[config.mk]
export PLATFORM = sky130hd
export DESIGN_NAME = peripheral_bus
export DESIGN_NICKNAME = d
export VERILOG_FILES = /design/src/rtl/periph_pkg.sv /design/src/rtl/timer_unit.sv /design/src/rtl/peripheral_bus.sv
export SDC_FILE = /design/constraint.sdc
export NUM_CORES = 1
export LEC_CHECK = 0
export BUFFER_PORTS_ARGS = -buffer_cell sky130_fd_sc_hd__buf_4
export CAP_MARGIN = 10
export CORE_ASPECT_RATIO = 0.9
export CORE_MARGIN = 5
export CORE_UTILIZATION = 50
export CTS_BUF_LIST = sky130_fd_sc_hd__clkbuf_4 sky130_fd_sc_hd__clkbuf_8
export DETAILED_ROUTE_END_ITERATION = 7
export PLACE_DENSITY = 0.72
export SLEW_MARGIN = 0
export SYNTH_ARGS = -nofsm -noshare
export SYNTH_HDL_FRONTEND = slang
export SYNTH_HIERARCHICAL = 1
export SYNTH_SLANG_ARGS = --single-unit
[constraint.sdc]
create_clock -name clk -period 2.3 [get_ports clk]
set_input_delay 0.46 -clock clk [delete_from_list [all_inputs] [get_ports clk]]
set_output_delay 0.46 -clock clk [all_outputs]
set_load 0.03 [all_outputs]
[src/rtl/periph_pkg.sv]
// Shared constants for the memory-mapped peripheral block: register word
// offsets within the 8-word window, TCON bit positions and the default base.
package periph_pkg;

  localparam logic [31:0] BASE_ADDR_DEFAULT = 32'h4000_0000;

  // Word offsets (addr[4:2]) inside the register window.
  localparam logic [2:0] OFF_TH      = 3'd0;
  localparam logic [2:0] OFF_TL      = 3'd1;
  localparam logic [2:0] OFF_TCON    = 3'd2;
  localparam logic [2:0] OFF_LED     = 3'd3;
  localparam logic [2:0] OFF_SWITCH  = 3'd4;
  localparam logic [2:0] OFF_DIGI    = 3'd5;
  localparam logic [2:0] OFF_SYSTICK = 3'd6;

  localparam int TCON_EN    = 0;
  localparam int TCON_IRQEN = 1;
  localparam int TCON_IRQST = 2;

endpackage

[src/rtl/timer_unit.sv]
// Up-counting reload timer (TH/TL/TCON) with level interrupt request.
// Bus writes take priority over counting; a coincident overflow still sets status.
module timer_unit
  import periph_pkg::*;
(
  input  logic        i_clk,
  input  logic        i_rst_n,
  input  logic        i_we_th,
  input  logic        i_we_tl,
  input  logic        i_we_tcon,
  input  logic [31:0] i_wdata,
  output logic [31:0] o_th,
  output logic [31:0] o_tl,
  output logic [2:0]  o_tcon,
  output logic        o_irq
);

  logic [31:0] r_th;
  logic [31:0] r_tl;
  logic [2:0]  r_tcon;
  logic        w_ovf;
  logic        w_irq_set;

  assign w_ovf     = r_tcon[TCON_EN] && (r_tl == 32'hFFFF_FFFF);
  assign w_irq_set = w_ovf && r_tcon[TCON_IRQEN];

  always_ff @(posedge i_clk or negedge i_rst_n) begin
    if (!i_rst_n) begin
      r_th   <= 32'd0;
      r_tl   <= 32'd0;
      r_tcon <= 3'd0;
    end else begin
      if (i_we_th)
        r_th <= i_wdata;

      if (i_we_tl)
        r_tl <= i_wdata;
      else if (r_tcon[TCON_EN])
        r_tl <= w_ovf ? r_th : r_tl + 32'd1;

      // Status set wins over a simultaneous software clear so no interrupt is lost.
      if (i_we_tcon)
        r_tcon <= {i_wdata[TCON_IRQST] | w_irq_set, i_wdata[TCON_IRQEN], i_wdata[TCON_EN]};
      else if (w_irq_set)
        r_tcon[TCON_IRQST] <= 1'b1;
    end
  end

  assign o_th   = r_th;
  assign o_tl   = r_tl;
  assign o_tcon = r_tcon;
  assign o_irq  = r_tcon[TCON_IRQEN] & r_tcon[TCON_IRQST];

endmodule

[src/rtl/peripheral_bus.sv]
// Memory-mapped I/O responder on the CPU data bus: address decode, zero-latency
// read mux, LED/7-seg/systick registers, switch synchroniser and the timer.
module peripheral_bus
  import periph_pkg::*;
#(
  parameter logic [31:0] BASE_ADDR = BASE_ADDR_DEFAULT,
  parameter int          LED_W     = 8,
  parameter int          SW_W      = 8,
  parameter int          DIGI_W    = 12
) (
  input  logic              clk,
  input  logic              reset,
  input  logic              rd,
  input  logic              wr,
  input  logic [31:0]       addr,
  input  logic [31:0]       wdata,
  output logic [31:0]       rdata,
  input  logic [SW_W-1:0]   switch,
  output logic [LED_W-1:0]  led,
  output logic [DIGI_W-1:0] digi,
  output logic              irqout
);

  logic              w_hit;
  logic [2:0]        w_off;
  logic              w_we;
  logic              w_unused;
  logic [31:0]       w_th;
  logic [31:0]       w_tl;
  logic [2:0]        w_tcon;
  logic [LED_W-1:0]  r_led;
  logic [DIGI_W-1:0] r_digi;
  logic [31:0]       r_systick;
  logic [SW_W-1:0]   r_sw_meta;
  logic [SW_W-1:0]   r_sw_sync;

  assign w_hit    = (addr[31:5] == BASE_ADDR[31:5]);
  assign w_off    = addr[4:2];
  assign w_we     = wr && w_hit;
  // Byte lane bits are don't-care: all registers are word-wide.
  assign w_unused = ^addr[1:0];

  timer_unit u_timer (
    .i_clk     (clk),
    .i_rst_n   (reset),
    .i_we_th   (w_we && (w_off == OFF_TH)),
    .i_we_tl   (w_we && (w_off == OFF_TL)),
    .i_we_tcon (w_we && (w_off == OFF_TCON)),
    .i_wdata   (wdata),
    .o_th      (w_th),
    .o_tl      (w_tl),
    .o_tcon    (w_tcon),
    .o_irq     (irqout)
  );

  always_ff @(posedge clk or negedge reset) begin
    if (!reset) begin
      r_led     <= '0;
      r_digi    <= '0;
      r_systick <= 32'd0;
      r_sw_meta <= '0;
      r_sw_sync <= '0;
    end else begin
      if (w_we && (w_off == OFF_LED))
        r_led <= wdata[LED_W-1:0];
      if (w_we && (w_off == OFF_DIGI))
        r_digi <= wdata[DIGI_W-1:0];
      r_systick <= r_systick + 32'd1;
      r_sw_meta <= switch;
      r_sw_sync <= r_sw_meta;
    end
  end

  always_comb begin
    rdata = 32'd0;
    if (rd && w_hit) begin
      case (w_off)
        OFF_TH:      rdata = w_th;
        OFF_TL:      rdata = w_tl;
        OFF_TCON:    rdata = 32'(w_tcon);
        OFF_LED:     rdata = 32'(r_led);
        OFF_SWITCH:  rdata = 32'(r_sw_sync);
        OFF_DIGI:    rdata = 32'(r_digi);
        OFF_SYSTICK: rdata = r_systick;
        default:     rdata = 32'd0;
      endcase
    end
  end

  assign led  = r_led;
  assign digi = r_digi;

endmodule
; ---- Word level (Yosys, flattened, before mapping)
; Index checks and enable logic that the tools add are counted.
[totals]
ff_bits = 135
out_inout_bits = 53
[op_classes]
add_sub_neg = 2
n_eq_ne = 8
mux = 7
bitwise = 2
n_reduce_logical = 12
[op_table]
columns = cell, count
row1 = $pmux W32 S7, 1
row2 = $mux W32, 4
row3 = $add A32 B1 Y32 const B, 2
row4 = $eq A32 B32 Y1 const B, 1
row5 = $eq A27 B26 Y1 const B, 1
row6 = $eq A3 B3 Y1 const B, 3
row7 = $logic_and A1 B1 Y1, 9
row8 = $eq A3 B2 Y1 const B, 2
row9 = $reduce_bool A2 Y1, 2
row10 = $eq A3 B1 Y1 const B, 1
row11 = $logic_not A3 Y1, 1
row12 = $mux W1, 2
row13 = $and A1 B1 Y1, 1
row14 = $or A1 B1 Y1, 1

; ---- Longest topological paths before layout
[depth]
depth_word = 5
mapped_depth = 9
ltp_nobuf = 8

; ---- Modules after synthesis
; The synthesis kept the hierarchy.
[by_module_without_submodules]
columns = module, n_inst, cells_each, area_each_um2, seq_area_each_um2
row1 = peripheral_bus, 1, 366, 3808.7, 1701.6
row2 = timer_unit, 1, 369, 3682.3, 1676.6

; ---- Worst setup path after synthesis
; No wires, ideal clock.
[synth_path]
path_type = input to output
startpoint = in addr[6]
endpoint = out rdata[2]
arrival_time_ns = 2.168
required_ns = 1.840
setup_slack_ns = -0.328
stages = 5
path_buffers = 1
cell_sequence = nor4_1 and4_1 o2111ai_1 clkbuf_1 a211oi_1
[synth_between]
elab_chain_len = 3
[synth_lines]
columns = item, line
row1 = from (decl), peripheral_bus.sv:15  ; input logic [31:0] addr,
row2 = $eq A27 B26 Y1, peripheral_bus.sv:37  ; assign w_hit = (addr[31:5] == BASE_ADDR[31:5]);
row3 = $logic_and A1 B1 Y1, peripheral_bus.sv:76  ; if (rd && w_hit) begin
row4 = $mux W32, peripheral_bus.sv:76
row5 = to (decl), peripheral_bus.sv:17  ; output logic [31:0] rdata,
; No other way between the ends.

; ---- Worst setup path in the final report
[layout_path]
startpoint = in addr[10]
endpoint = out rdata[30]
; Same word-level chain as after synthesis.

==> results.md <==
* Synthesis Warnings at 6
* Core ar. at 14710 um^2
* CP required at 1.84 ns
* Die height at 126.1 um
* Pin count of the biggest net entering global routing at 52
* Synth top area cells: dfrtp_1, mux2_2, xor2_1
* Async SR Flop Fraction at 1.000
* Final HPWL DP at 16550 um
* DRC viols at 0
* Worst Path Arrival at 1.87 ns
* Slowest library cell on the worst path: and4_4
* Family with the most delay on the worst path: simple AND/OR/NAND/NOR gates
* Worst path cell trace: buf_4 > nor4_4 > and4_4 > o2111ai_4 > buf_12 > buf_16 > nor2_4 > buf_6
* Final Hold Viols at 0
* Outcome: complete, but fails checks
* Clk buf depth at 2
* Met2 wire len at 10870 um
* Total Nets Final at 975
* Setup TNS at -0.1316 ns
* Chip width at 139.0 um
* Worst slew pin tran at 0.5377 ns
* Worst Setup Slack, final at -0.02601 ns
* DRT Pass-1 Iters at 6
* Starting Density at 0.5091
* Main synth FF type: dfrtp_1
* WL met1 at 9879 um
* DR top layer: met4
* Die area at 17530 um^2
* Clock sinks at 135
* Yosys cell types at 52
* First-pass GRT wire length at 36290 um
* WL final at 22930 um
* Area fraction of the dominant cell type after synthesis at 0.4510
* Max Clk Rate at 429.9 MHz
* Yosys reg bits at 135
* All-layer global routing usage at 0.2613
* Highest ir drop seen on vdd at 0.0003614 V
* Met3 Routed Length at 1628 um
* Yosys top cell by area: dfrtp_1
* Final setup violation count at 13
* Syn_nets at 813
* CTS clk-pin slew, worst paths at 0.08 ns
* Max incr delay on CP at 0.28 ns
* Fin crit period at 2.326 ns
* Number of vias per cell at 6.014
* P&R area growth vs syn at 32.77%
* WP buf/inv at 4
* EDFF count, synth at 0
* Vias in the first global route at 6738
* CTS tree: built
* Antenna violations before repair at 0
* Routed len/inst at 20.69 um
* Slew margin rel. at 0.6416
* Cells after synthesis at 735
* Max Cap Violations at 0
* Total power per unit cell area at 498.2 nW/um^2
* Initial DRC count at 683
* Max Slew Vio Count at 0
* ANT nets after route at 0
* CTS buffer count at 17
* Crit-path max FO at 6
* Total Power at 4.955 mW
* Netlist Area Pre-Place at 7491 um^2
* CP endpoint kind: output pin
* Hold crit path type: in2reg
* Failing checks: negative setup slack
* Period utilization at 1.011
* PortBufs at 126
* RSZ-0062 raised after global routing: true
* CTS root buf: clkbuf_8
* # rows at 42
* Ports at 129
* Syn Area/Cell at 10.19 um^2
* Final global-route overflow total at 0
* Clock Latency Late Sink at 0.47 ns
* Setup CP Type: in2out
* Leakage at 4.466 nW
* Number of H-tree levels at 4
* Final Wtd Congestion at 0.9275
* Ant diodes at 0
* Worst Skew at 0.01028 ns
* Setup crit start kind: input pin
* Hold Worst Slack at 0.09746 ns
* Proportion of layout cells with a drive suffix above 1 at 0.3890
* DR vias at 6663
* Sequential fraction of the synthesis area at 0.4510
## logic make-up (layout without fill, tap and decap cells)
family	count (synthesis)	after routing	synth area share
mux	91	91	0.1380
simple gates	252	252	0.1867
fa+ha+maj	2	2	0.003340
flops	135	135	0.4510
compound gates	144	144	0.1244
buf+inv	57	232	0.03341
xor+xnor	54	54	0.06314
## path summary, 6_finish.rpt
| check | end | from | depth (start not counted) | slack (ns) |
|---|---|---|---|---|
| worst min register to register | r_sw_sync[5] | r_sw_meta[5] | 0 | 0.36 |
| worst min-delay path | r_sw_meta[6] | switch[6] | 1 | 0.1 |
| worst max-delay path | rdata[30] | addr[10] | 8 | -0.03 |
| min in group asynchronous | u_timer/o_th[17] | reset | 2 | 0.52 |
| max in group asynchronous | led[6] | reset | 3 | 1.15 |
| worst max register to register | u_timer/o_tl[17] | u_timer/o_tl[1] | 7 | 0.14 |
## state kept, by name, indices dropped and copies added, names as in the netlist
register        cells
led                 8
r_sw_meta           8
r_systick          32
digi               12
r_sw_sync           8
u_timer/o_tcon      3
u_timer/o_th       32
u_timer/o_tl       32
## cells in the mapped netlist (20+ instances only)
| master | n |
|---|---|
| a21oi_1 | 39 |
| a22oi_1 | 30 |
| clkbuf_1 | 28 |
| dfrtp_1 | 135 |
| mux2_2 | 78 |
| nand2_1 | 42 |
| nand3_1 | 20 |
| nand4_1 | 23 |
| nor2_1 | 53 |
| nor3b_1 | 23 |
| o21ai_0 | 35 |
| xnor2_1 | 21 |
| xor2_1 | 33 |
## placed cells by master (no fill, tap or decap), drive strengths merged, types with 8 or more instances in the layout
cell    synthesis  routed
nand4          23      23
mux2i          11      11
nor4           20      20
clkbuf         29      18
xor2           33      33
dfrtp         135     135
nor3b          23      23
nor3           20      20
and3           10      10
inv            11      14
mux2           78      78
buf            17     188
and4           14      14
nand2          42      42
nor2b           9       9
o21ai          37      37
a21oi          39      39
and2            8       8
a22oi          30      30
nor2           53      53
xnor2          21      21
nand3          21      21
## cell type report
type | instances | area (um^2)
Clock inverter | 14 | 197.7
Fill cell | 1115 | 4768
Timing Repair Buffer | 189 | 1667
Multi-Input combinational cell | 543 | 4165
Inverter | 11 | 41.29
Sequential cell | 135 | 3379
Tap cell | 198 | 247.7
Clock buffer | 18 | 247.7
## power breakdown
| group | internal, mW | leakage (nW) | switching, mW | total [mW] |
|---|---|---|---|---|
| Sequential | 2.39 | 1.80 | 0.00396 | 2.39 |
| Combinational | 0.152 | 2.44 | 0.186 | 0.338 |
| Clock | 1.22 | 0.220 | 1.01 | 2.23 |
## worst register-to-register path, cell delays in order, from the launching register on
cell,delay [ns]
dfrtp_1,0.43
ha_1,0.27
nand4_1,0.22
nor2_2,0.19
and4_1,0.29
buf_4,0.22
o21ai_0,0.11
a221o_1,0.33
## metrics by stage
stage | setup WS, ns | instances | utilization | instance area (um^2)
finish | -0.02601 | 1108 | 0.6759 | 9946
global route | -0.08294 | 1108 | 0.6759 | 9946
CTS | -0.02063 | 1108 | 0.6713 | 9878
detailed placement | -0.2913 | 1073 | 0.6190 | 9107
global placement | -0.2197 | 1073 | 0.6190 | 9107
floorplan | -0.1147 | 735 | - | 7551
## per-layer routing
metal,up-vias,track usage
met5,-,0
met4,0,0.08861
met3,35,0.06027
met2,296,0.4187
met1,3293,0.3525
li1,3039,-
## timing repair
item / CTS / global route
pin swaps: 18 / 3
hold buffers: 1 / 0
setup buffers: 3 / 0
endpoints found under the setup margin: 32 / 34
hold endpoints to repair: 48 / 0
resized for setup: 53 / 16
gates cloned: 2 / 0
Note: power is estimated with default switching activity, not from simulation.
